**src/rtl/aes_pkg.sv**
```systemverilog
// Shared AES types and widths for the round-key store and its register file.
package aes_pkg;

    localparam int unsigned AES_KEY_W     = 128;
    localparam int unsigned AES128_ROUNDS = 10;
    localparam int unsigned ROUND_IDX_W   = 4;

    typedef logic [ROUND_IDX_W-1:0] round_idx_t;

    typedef enum logic [2:0] {
        KS_IDLE    = 3'd0,
        KS_START   = 3'd1,
        KS_WAIT    = 3'd2,
        KS_CAPTURE = 3'd3,
        KS_VALID   = 3'd4
    } ks_state_e;

endpackage

```
**src/rtl/aes_round_key_store_128_if.sv**
```systemverilog
// Bundle of the load, key-expander and round-key read signals of the round-key store.
interface aes_round_key_store_128_if
    import aes_pkg::*;
#(
    parameter int unsigned KEY_W = AES_KEY_W
);
    logic             load;
    logic [KEY_W-1:0] cipher_key;
    logic             busy;
    logic             keys_valid;
    logic             err;
    logic             kexp_start;
    logic [KEY_W-1:0] kexp_key;
    logic [KEY_W-1:0] kexp_subkey;
    logic             kexp_rdy;
    logic             rd_en;
    round_idx_t       rd_round;
    logic [KEY_W-1:0] rd_key;
    logic             rd_valid;
    logic             rd_err;

    modport slave (
        input  load, cipher_key, kexp_subkey, kexp_rdy, rd_en, rd_round,
        output busy, keys_valid, err, kexp_start, kexp_key, rd_key, rd_valid, rd_err
    );

    modport master (
        output load, cipher_key, kexp_subkey, kexp_rdy, rd_en, rd_round,
        input  busy, keys_valid, err, kexp_start, kexp_key, rd_key, rd_valid, rd_err
    );
endinterface

```
**src/rtl/aes_round_key_regfile.sv**
```systemverilog
// Round-key storage: one synchronous write port and one registered read port that
// returns zero and flags an error for out-of-range or blocked reads.
module aes_round_key_regfile
    import aes_pkg::*;
#(
    parameter int unsigned KEY_W      = AES_KEY_W,
    parameter int unsigned NUM_ROUNDS = AES128_ROUNDS
) (
    input  logic             clk,
    input  logic             reset,
    input  logic             wr_en,
    input  round_idx_t       wr_idx,
    input  logic [KEY_W-1:0] wr_data,
    input  logic             rd_en,
    input  round_idx_t       rd_idx,
    input  logic             rd_block,
    output logic [KEY_W-1:0] rd_data,
    output logic             rd_valid,
    output logic             rd_err
);
    localparam int unsigned DEPTH = NUM_ROUNDS + 1;

    logic [KEY_W-1:0] mem [DEPTH];
    logic             rd_bad;

    assign rd_bad = (32'(rd_idx) > NUM_ROUNDS) || rd_block;

    // Storage is deliberately not reset; keys_valid qualifies its contents.
    always_ff @(posedge clk) begin
        if (wr_en && (32'(wr_idx) <= NUM_ROUNDS)) begin
            mem[wr_idx] <= wr_data;
        end
    end

    always_ff @(posedge clk or posedge reset) begin
        if (reset) begin
            rd_data  <= '0;
            rd_valid <= 1'b0;
            rd_err   <= 1'b0;
        end else begin
            rd_valid <= rd_en;
            rd_err   <= rd_en && rd_bad;
            if (rd_en) begin
                rd_data <= rd_bad ? '0 : mem[rd_idx];
            end
        end
    end

endmodule

```
**src/rtl/aes_round_key_store_128.sv**
```systemverilog
// AES-128 round-key store: starts the key expander on load, captures the cipher key
// and the streamed subkeys as rounds 0..NUM_ROUNDS, and serves them on a read port.
module aes_round_key_store_128
    import aes_pkg::*;
#(
    parameter int unsigned KEY_W      = AES_KEY_W,
    parameter int unsigned NUM_ROUNDS = AES128_ROUNDS,
    parameter int unsigned TIMEOUT    = 16
) (
    input logic                      clk,
    input logic                      reset,
    aes_round_key_store_128_if.slave bus
);
    localparam int unsigned TMR_W = $clog2(TIMEOUT + 1);

    localparam logic [2:0] ST_IDLE    = 3'(KS_IDLE);
    localparam logic [2:0] ST_START   = 3'(KS_START);
    localparam logic [2:0] ST_WAIT    = 3'(KS_WAIT);
    localparam logic [2:0] ST_CAPTURE = 3'(KS_CAPTURE);
    localparam logic [2:0] ST_VALID   = 3'(KS_VALID);

    localparam round_idx_t       LAST_RND = round_idx_t'(NUM_ROUNDS);
    localparam logic [TMR_W-1:0] TMR_LAST = TMR_W'(TIMEOUT - 1);

    logic [2:0]       state, state_d;
    round_idx_t       rnd, rnd_d;
    logic [TMR_W-1:0] timer, timer_d;
    logic             busy, busy_d;
    logic             keys_valid, keys_valid_d;
    logic             err, err_d;
    logic             kexp_start, kexp_start_d;
    logic [KEY_W-1:0] kexp_key, kexp_key_d;

    logic             wr_en;
    round_idx_t       wr_idx;
    logic [KEY_W-1:0] wr_data;

    always_ff @(posedge clk or posedge reset) begin
        if (reset) begin
            state      <= ST_IDLE;
            rnd        <= '0;
            timer      <= '0;
            busy       <= 1'b0;
            keys_valid <= 1'b0;
            err        <= 1'b0;
            kexp_start <= 1'b0;
            kexp_key   <= '0;
        end else begin
            state      <= state_d;
            rnd        <= rnd_d;
            timer      <= timer_d;
            busy       <= busy_d;
            keys_valid <= keys_valid_d;
            err        <= err_d;
            kexp_start <= kexp_start_d;
            kexp_key   <= kexp_key_d;
        end
    end

    always_comb begin
        state_d      = state;
        rnd_d        = rnd;
        timer_d      = timer;
        busy_d       = busy;
        keys_valid_d = keys_valid;
        err_d        = err;
        kexp_start_d = 1'b0;
        kexp_key_d   = kexp_key;
        wr_en        = 1'b0;
        wr_idx       = rnd;
        wr_data      = bus.kexp_subkey;

        case (state)
            ST_IDLE, ST_VALID: begin
                // Accepting a load invalidates the schedule and writes slot 0 at once.
                if (bus.load) begin
                    kexp_key_d   = bus.cipher_key;
                    wr_en        = 1'b1;
                    wr_idx       = '0;
                    wr_data      = bus.cipher_key;
                    keys_valid_d = 1'b0;
                    err_d        = 1'b0;
                    busy_d       = 1'b1;
                    kexp_start_d = 1'b1;
                    state_d      = ST_START;
                end
            end
            ST_START: begin
                rnd_d   = round_idx_t'(1);
                timer_d = '0;
                state_d = ST_WAIT;
            end
            ST_WAIT, ST_CAPTURE: begin
                if (bus.kexp_rdy) begin
                    wr_en = 1'b1;
                    if (rnd == LAST_RND) begin
                        busy_d       = 1'b0;
                        keys_valid_d = 1'b1;
                        state_d      = ST_VALID;
                    end else begin
                        rnd_d   = rnd + round_idx_t'(1);
                        state_d = ST_CAPTURE;
                    end
                end else if ((state == ST_CAPTURE) || (timer == TMR_LAST)) begin
                    // Early drop of kexp_rdy or no response in time: abort.
                    err_d   = 1'b1;
                    busy_d  = 1'b0;
                    state_d = ST_IDLE;
                end else begin
                    timer_d = timer + TMR_W'(1);
                end
            end
            default: begin
                state_d = ST_IDLE;
            end
        endcase
    end

    assign bus.busy       = busy;
    assign bus.keys_valid = keys_valid;
    assign bus.err        = err;
    assign bus.kexp_start = kexp_start;
    assign bus.kexp_key   = kexp_key;

    aes_round_key_regfile #(
        .KEY_W      (KEY_W),
        .NUM_ROUNDS (NUM_ROUNDS)
    ) u_regfile (
        .clk      (clk),
        .reset    (reset),
        .wr_en    (wr_en),
        .wr_idx   (wr_idx),
        .wr_data  (wr_data),
        .rd_en    (bus.rd_en),
        .rd_idx   (bus.rd_round),
        .rd_block (!keys_valid),
        .rd_data  (bus.rd_key),
        .rd_valid (bus.rd_valid),
        .rd_err   (bus.rd_err)
    );

endmodule
```
**src/flat_wrapper.sv**
```systemverilog
// flat-port wrapper written by rule: the top's interface ports become plain ports
module aes_round_key_store_128_flat import aes_pkg::*;
#(
    parameter int unsigned KEY_W      = AES_KEY_W,
    parameter int unsigned NUM_ROUNDS = AES128_ROUNDS,
    parameter int unsigned TIMEOUT    = 16
)
  (clk, reset, bus_load, bus_cipher_key, bus_kexp_subkey, bus_kexp_rdy, bus_rd_en, bus_rd_round, bus_busy, bus_keys_valid, bus_err, bus_kexp_start, bus_kexp_key, bus_rd_key, bus_rd_valid, bus_rd_err);
  aes_round_key_store_128_if #(.KEY_W(KEY_W)) bus_i ();
  input logic clk;
  input logic reset;
  input wire logic [$bits(bus_i.load)-1:0] bus_load;
  input wire logic [$bits(bus_i.cipher_key)-1:0] bus_cipher_key;
  input wire logic [$bits(bus_i.kexp_subkey)-1:0] bus_kexp_subkey;
  input wire logic [$bits(bus_i.kexp_rdy)-1:0] bus_kexp_rdy;
  input wire logic [$bits(bus_i.rd_en)-1:0] bus_rd_en;
  input wire logic [$bits(bus_i.rd_round)-1:0] bus_rd_round;
  output wire logic [$bits(bus_i.busy)-1:0] bus_busy;
  output wire logic [$bits(bus_i.keys_valid)-1:0] bus_keys_valid;
  output wire logic [$bits(bus_i.err)-1:0] bus_err;
  output wire logic [$bits(bus_i.kexp_start)-1:0] bus_kexp_start;
  output wire logic [$bits(bus_i.kexp_key)-1:0] bus_kexp_key;
  output wire logic [$bits(bus_i.rd_key)-1:0] bus_rd_key;
  output wire logic [$bits(bus_i.rd_valid)-1:0] bus_rd_valid;
  output wire logic [$bits(bus_i.rd_err)-1:0] bus_rd_err;
  assign bus_i.load = bus_load;
  assign bus_i.cipher_key = bus_cipher_key;
  assign bus_i.kexp_subkey = bus_kexp_subkey;
  assign bus_i.kexp_rdy = bus_kexp_rdy;
  assign bus_i.rd_en = bus_rd_en;
  assign bus_i.rd_round = bus_rd_round;
  assign bus_busy = bus_i.busy;
  assign bus_keys_valid = bus_i.keys_valid;
  assign bus_err = bus_i.err;
  assign bus_kexp_start = bus_i.kexp_start;
  assign bus_kexp_key = bus_i.kexp_key;
  assign bus_rd_key = bus_i.rd_key;
  assign bus_rd_valid = bus_i.rd_valid;
  assign bus_rd_err = bus_i.rd_err;
  aes_round_key_store_128 #(.KEY_W(KEY_W), .NUM_ROUNDS(NUM_ROUNDS), .TIMEOUT(TIMEOUT)) u_core (.clk(clk), .reset(reset), .bus(bus_i));
endmodule
```
**config.mk**
```make
export PLATFORM = sky130hd
export DESIGN_NAME = aes_round_key_store_128_flat
export DESIGN_NICKNAME = d
export VERILOG_FILES = /design/src/rtl/aes_pkg.sv /design/src/rtl/aes_round_key_store_128_if.sv /design/src/rtl/aes_round_key_regfile.sv /design/src/rtl/aes_round_key_store_128.sv /design/src/flat_wrapper.sv
export SDC_FILE = /design/constraint.sdc
export NUM_CORES = 2
export LEC_CHECK = 0
export ABC_AREA = 1
export BUFFER_PORTS_ARGS = -buffer_cell sky130_fd_sc_hd__buf_4
export CORE_MARGIN = 3
export CORE_UTILIZATION = 45
export DETAILED_ROUTE_END_ITERATION = 7
export PLACE_DENSITY = 0.72
export SLEW_MARGIN = 20
export SYNTH_ARGS = -nofsm -noshare
export SYNTH_HDL_FRONTEND = slang
export SYNTH_HIERARCHICAL = 1
export SYNTH_SLANG_ARGS = --single-unit
export TNS_END_PERCENT = 5
```
**constraint.sdc**
```tcl
create_clock -name clk -period 8.15 [get_ports clk]
set_input_delay 1.63 -clock clk [delete_from_list [all_inputs] [get_ports clk]]
set_output_delay 1.63 -clock clk [all_outputs]
set_load 0.02 [all_outputs]
```
# ---- Word-level counts from Yosys, hierarchy flattened
# Memories as Yosys holds them, arrays and structs flattened.
# Cells that the tools add are included.
dict set report totals {
  ff_bits 274
  ram_bits 1408
  in_bits 265
  out_inout_bits 262
  wordCells 82
  mem_count 1
}
dict set report classes {
  add_sub_neg 2
  n_lt_le_gt_ge 2
  n_eq_ne 15
  muxes 34
  reduce_logical 17
}
# name depth word_bits read_ports rd_ports_with_merged_regs wr line_no
set memory_table {}
lappend memory_table {u_core.u_regfile.mem 11 128 1 0 1 aes_round_key_regfile.sv:23} ;# logic [KEY_W-1:0] mem [DEPTH];
# op count
set ops {}
lappend ops {{128-bit 2-to-1 mux} 3}
lappend ops {{4-bit 2-to-1 mux} 4}
lappend ops {{1-bit 2-to-1 mux} 14}
lappend ops {{3-bit 2-to-1 mux} 4}
lappend ops {{4-bit AND reduction} 3}
lappend ops {{5-bit 2-to-1 mux} 2}
lappend ops {{2-bit != test (second input constant)} 5}
lappend ops {{5-bit case mux with 2 select lines} 1}
lappend ops {{3-bit case mux with 3 select lines} 1}
lappend ops {{1-bit case mux with 2 select lines} 4}
lappend ops {{4-bit case mux with 2 select lines} 1}
lappend ops {{3-bit by 2-bit equality test with 1-bit output (second input constant)} 2}
lappend ops {{3-bit by 2-bit != test with 1-bit output (second input constant)} 2}
lappend ops {{3-bit AND reduction} 2}
lappend ops {{5-bit by 1-bit adder with 5-bit output (second input constant)} 1}
lappend ops {{5-bit by 4-bit equality test with 1-bit output (second input constant)} 1}
lappend ops {{4-bit by 1-bit adder with 4-bit output (second input constant)} 1}
lappend ops {{4-bit equality test (second input constant)} 1}
lappend ops {{4-bit > comparator (second input constant)} 1}
lappend ops {{4-bit <= comparator (second input constant)} 1}
lappend ops {{2-bit by 1-bit != test with 1-bit output (second input constant)} 2}
lappend ops {{2-bit AND reduction} 2}
lappend ops {{2-bit nonzero test} 2}
lappend ops {{2-bit OR reduction} 2}
lappend ops {{other kinds (6)} 8}

# ---- Depth between registers and ports, before layout
dict set report depth {
  ltp_word 7
  mapped_depth 10
  depth_no_buf 9
}

# ---- By module
# The synthesis kept the hierarchy.
# mod n_inst cells_each area_each_um2 seq_area_each_um2
set by_module_without_submodules {}
lappend by_module_without_submodules {aes_round_key_regfile 1 5091 60526.8 45533.7}
lappend by_module_without_submodules {aes_round_key_store_128 1 914 6680.2 3603.5}

# ---- Worst setup path after synthesis
# OpenSTA, ideal clock, no wires.
dict set report synth_path {
  path_kind {in2reg}
  startpoint {input bus_load}
  endpoint {memory u_core/u_regfile/mem[0][0] (netlist bit) (enable)}
  arrival_time_ns 7.889
  setup_slack_ns -0.356
  path_stages 8
  n_path_buf 2
  cell_sequence {inv_1 nor2_8 inv_2 buf_2 buf_2 o21ai_0 nand3_1 nor2_1}
}
dict set report synth_via {
  elab_cells_between_ends 8
}
# item line_no
set synth_rtl {}
lappend synth_rtl {{start: declaration} flat_wrapper.sv:12} ;# input wire logic [$bits(bus_i.load)-1:0] bus_load;
lappend synth_rtl {{1-bit 2-to-1 mux} aes_round_key_store_128.sv:76} ;# if (bus.load) begin
lappend synth_rtl {{1-bit case mux with 2 select lines} aes_round_key_store_128.sv:73} ;# case (state)
lappend synth_rtl {{named net u_core.wr_en} aes_round_key_store_128.sv:34} ;# logic wr_en;
lappend synth_rtl {{1-bit logical AND} aes_round_key_regfile.sv:30} ;# if (wr_en && (32'(wr_idx) <= NUM_ROUNDS)) begin
lappend synth_rtl {{1-bit 2-to-1 mux} aes_round_key_regfile.sv:30}
lappend synth_rtl {{1-bit 2-to-1 mux (implied by the code)} aes_round_key_regfile.sv:31} ;# mem[wr_idx] <= wr_data;
lappend synth_rtl {{end: declaration} aes_round_key_regfile.sv:23}
# The timed path passes the listed nets, and every way through them passes these cells.

# ---- Worst setup path in the final report
dict set report layout_path {
  startpoint {input bus_load}
  endpoint {memory u_core/u_regfile/mem[1][49] (netlist bit) (enable)}
}
dict set report layout_via {
  elab_chain_cells 6
  elab_cells_between_ends 8
}
# item line_no
set layout_rtl {}
lappend layout_rtl {{4-bit 2-to-1 mux *} aes_round_key_store_128.sv:76}
lappend layout_rtl {{4-bit 2-to-1 mux *} aes_round_key_store_128.sv:73}
lappend layout_rtl {{named net u_core.wr_idx[2]} aes_round_key_store_128.sv:35} ;# round_idx_t wr_idx;
lappend layout_rtl {{4-bit <= comparator} aes_round_key_regfile.sv:30}
lappend layout_rtl {{1-bit logical AND} aes_round_key_regfile.sv:30}
lappend layout_rtl {{1-bit 2-to-1 mux} aes_round_key_regfile.sv:30}
lappend layout_rtl {{1-bit 2-to-1 mux (implied by the code)} aes_round_key_regfile.sv:31}
# Mark *: on every way through the listed nets, which the timed path passes. The rest lies on a longest branch.

==> results.ini <==
[yosys]
syn_area_per_cell_um2=11.2
ys_ff_latch=1682
yosysSeqAreaShare_pct=73.1
syn_nets=6274
synthTopCellsByCount=nand2_1, edfxtp_1, nand3_1
syn_area_um2=67200
yosysWarnings=6
syn_inst=6005
synth_top_area_cell=edfxtp_1
synth.distinct_cells=26
synth_most_common_cell=nand2_1
synth_area_leaders=edfxtp_1, nand2_1, dfrtp_1, nand3_1, buf_2
synth_edf_count=1408
synth_top_area_share_pct=62.9
synthFlopType=edfxtp_1
async_reset_ff_share_pct=16.3

[floorplanning]
core_um2=148000
ios=527
chipHeight_um=392
placementRows=141
die-area_um2=154000
die_w_um=392
initial_core_util_pct=45.4

[finish]
multi_input_area_um2=16300
seqCellArea_um2=49100
final_layout_size_suffix_gt1_share_pct=13.2
syn_to_final_growth_pct=16.5
fillers=12300
finalNetCount=6680

[setup_path]
worst-endpoint-required_ns=8.55
crit_path_start=bus_load
r2r_start=u_core/state[0]$_DFFE_PP0P_
r2r_end=u_core/u_regfile/mem[1][49]$_DFFE_PP_
endpoint=u_core/u_regfile/mem[1][49]$_DFFE_PP_
start_kind=primary input
endpoint_kind=register
crit_type=in2reg
reg2reg_depth=9
crit_arrival_ns=5.11
r2r_setup_slack_ns=3.83
crit_fanout=105

[timing]
min_period_over_period_pct=57.7
max_slew_margin_pct=17.8
rsz0062_at_grt=false
fin_crit_ns=4.71
max_freq_mhz=212
slew_viol_final=0
layout_setup_ws_ns=3.44
fin_worst_skew_ns=0.0293
setup_viol=0
tightest_slew_ns=1.23
hold_viol_final=0

[power_and_ir_drop]
power_uw=23100
p_per_area_nw_per_um2=294
peakVddDrop_mv=0.263
leakagePower_uw=0.0322

[global_routing]
grt_use_met3_pct=4.05
grt_start_max_net_pins=242
grt_pass1_wl_mm=265
grt_overflow=0
grt_pass1_vias=44600
top_usage_layer=met2
antenna_found_initial=1
met1_usage_pct=30.3
track_usage_pct=22.6
grt_use_met2_pct=37.6

[clock_tree]
clkLatencyLatePin_ns=0.80
htree_levels=4
clk_pin_slew_ns=0.06
cts_root_buf=clkbuf_16
ctsResizeCount=0
cts_tree=yes
cts_num_sinks=1682
cts_buffers=173
ctsHoldBuffers=0
clk_path_buf_depth=3
cts_setup_buffers=0

[status]
status=completed

[route]
wirelength_mm=178
dr.pass1.iters=6
drt_iter0_markers=4602
vias_per_cell=5.40
num_vias=45800
drc=0
detail_route.wl_per_cell_um=20.9
ant_nets=0

[placement]
place.gp.congestion=0.778
post-dp-hpwl_mm=96.8
io_buffers=526
dp_worst_setup_slack_ns=2.63

[flow_run]
maxCapViolCount=0

[worst_hold_path]
hp-class=reg2reg

[sequential cells by signal, summed over array words and instances, names as in the netlist]
| signal | count |
|---|---|
| u_core/bus.keys_valid | 1 |
| u_core/u_regfile/mem | 1408 |
| u_core/bus.kexp_start | 1 |
| u_core/u_regfile/rd_err | 1 |
| u_core/bus.busy | 1 |
| u_core/bus.kexp_key | 128 |
| u_core/u_regfile/rd_valid | 1 |
| u_core/u_regfile/rd_data | 128 |
| u_core/state | 3 |
| u_core/rnd | 4 |
| u_core/timer | 5 |
| u_core/bus.err | 1 |
[cell type report]
type	instances	area share [%]
Antenna cell	1	0.00320
Multi-Input combinational cell	3933	20.8
Tap cell	1930	3.08
Timing Repair Buffer	583	5.88
Inverter	38	0.246
Sequential cell	1682	62.7
Clock buffer	225	5.97
Clock inverter	94	1.30
[critical path: stages]
cell and delay, ns:
buf_4 0.07, inv_1 0.11, nor2_8 0.51, buf_4 0.56
nor2_1 0.16, inv_1 0.14, nand3_1 0.34, nor2_4 0.81
buf_12 0.67
[worst min-delay path by stage]
stage | start | end | slack, ns | cells after the start
floorplan | u_core/timer[4]$_DFFE_PP0P_ | u_core/timer[4]$_DFFE_PP0P_ | 0.48 | 2
global placement | u_core/bus.kexp_key[0]$_DFFE_PP0P_ | u_core/bus.kexp_key[0]$_DFFE_PP0P_ | 0.46 | 2
detailed placement | u_core/bus.kexp_key[62]$_DFFE_PP0P_ | u_core/bus.kexp_key[62]$_DFFE_PP0P_ | 0.46 | 2
CTS | u_core/bus.kexp_key[62]$_DFFE_PP0P_ | u_core/bus.kexp_key[62]$_DFFE_PP0P_ | 0.48 | 2
global route | u_core/bus.kexp_key[75]$_DFFE_PP0P_ | u_core/bus.kexp_key[75]$_DFFE_PP0P_ | 0.50 | 2
finish | u_core/bus.kexp_key[90]$_DFFE_PP0P_ | u_core/bus.kexp_key[90]$_DFFE_PP0P_ | 0.48 | 2
[metal layers]
metal,vias up,share of wire [%]
li1,21200,-
met1,22400,41
met2,1916,48
met3,270,8.3
met4,0,2.6
met5,-,0
[layout by cell type, fill, tap and decap left out, types with 12 or more instances in the layout]
master	count
a21oi_1	130
buf_12	13
buf_4	564
bufinv_16	17
clkbuf_1	39
clkbuf_16	175
clkinv_1	25
clkinv_2	28
dfrtp_1	274
edfxtp_1	1408
inv_1	29
nand2_1	2719
nand3_1	910
nor2_1	139
nor2_4	12
[cells by family after synthesis]
kind of cell             share of synthesized area, %
XOR/XNOR                                       0.0391
buffers and inverters                            2.82
AO/OA/AOI/OAI                                    1.05
AND/OR/NAND/NOR                                  22.9
flip-flops                                       73.1
adder cells (fa/ha/maj)                        0.0745
[power by group]
| group | total (uW) | internal (uW) | switching [uW] |
|---|---|---|---|
| sequential | 11300 | 11000 | 339 |
| clock | 7920 | 4610 | 3310 |
| combinational | 3830 | 1000 | 2830 |
[through the flow]
step / TNS, ns / instance area, um^2 / instances / hold WS, ns / utilization [%]
3_5_place_dp: 0 / 72600 / 8164 / 0.461 / 49.0
6_report: 0 / 78300 / 8486 / 0.475 / 52.9
4_1_cts: 0 / 78200 / 8483 / 0.476 / 52.9
2_1_floorplan: -491.76 / 67200 / 6005 / 0.478 / -
3_3_place_gp: 0 / 72600 / 8164 / 0.455 / 49.0
5_1_grt: 0 / 78300 / 8485 / 0.495 / 52.9
No activity file was read; power rests on OpenSTA's default activity.
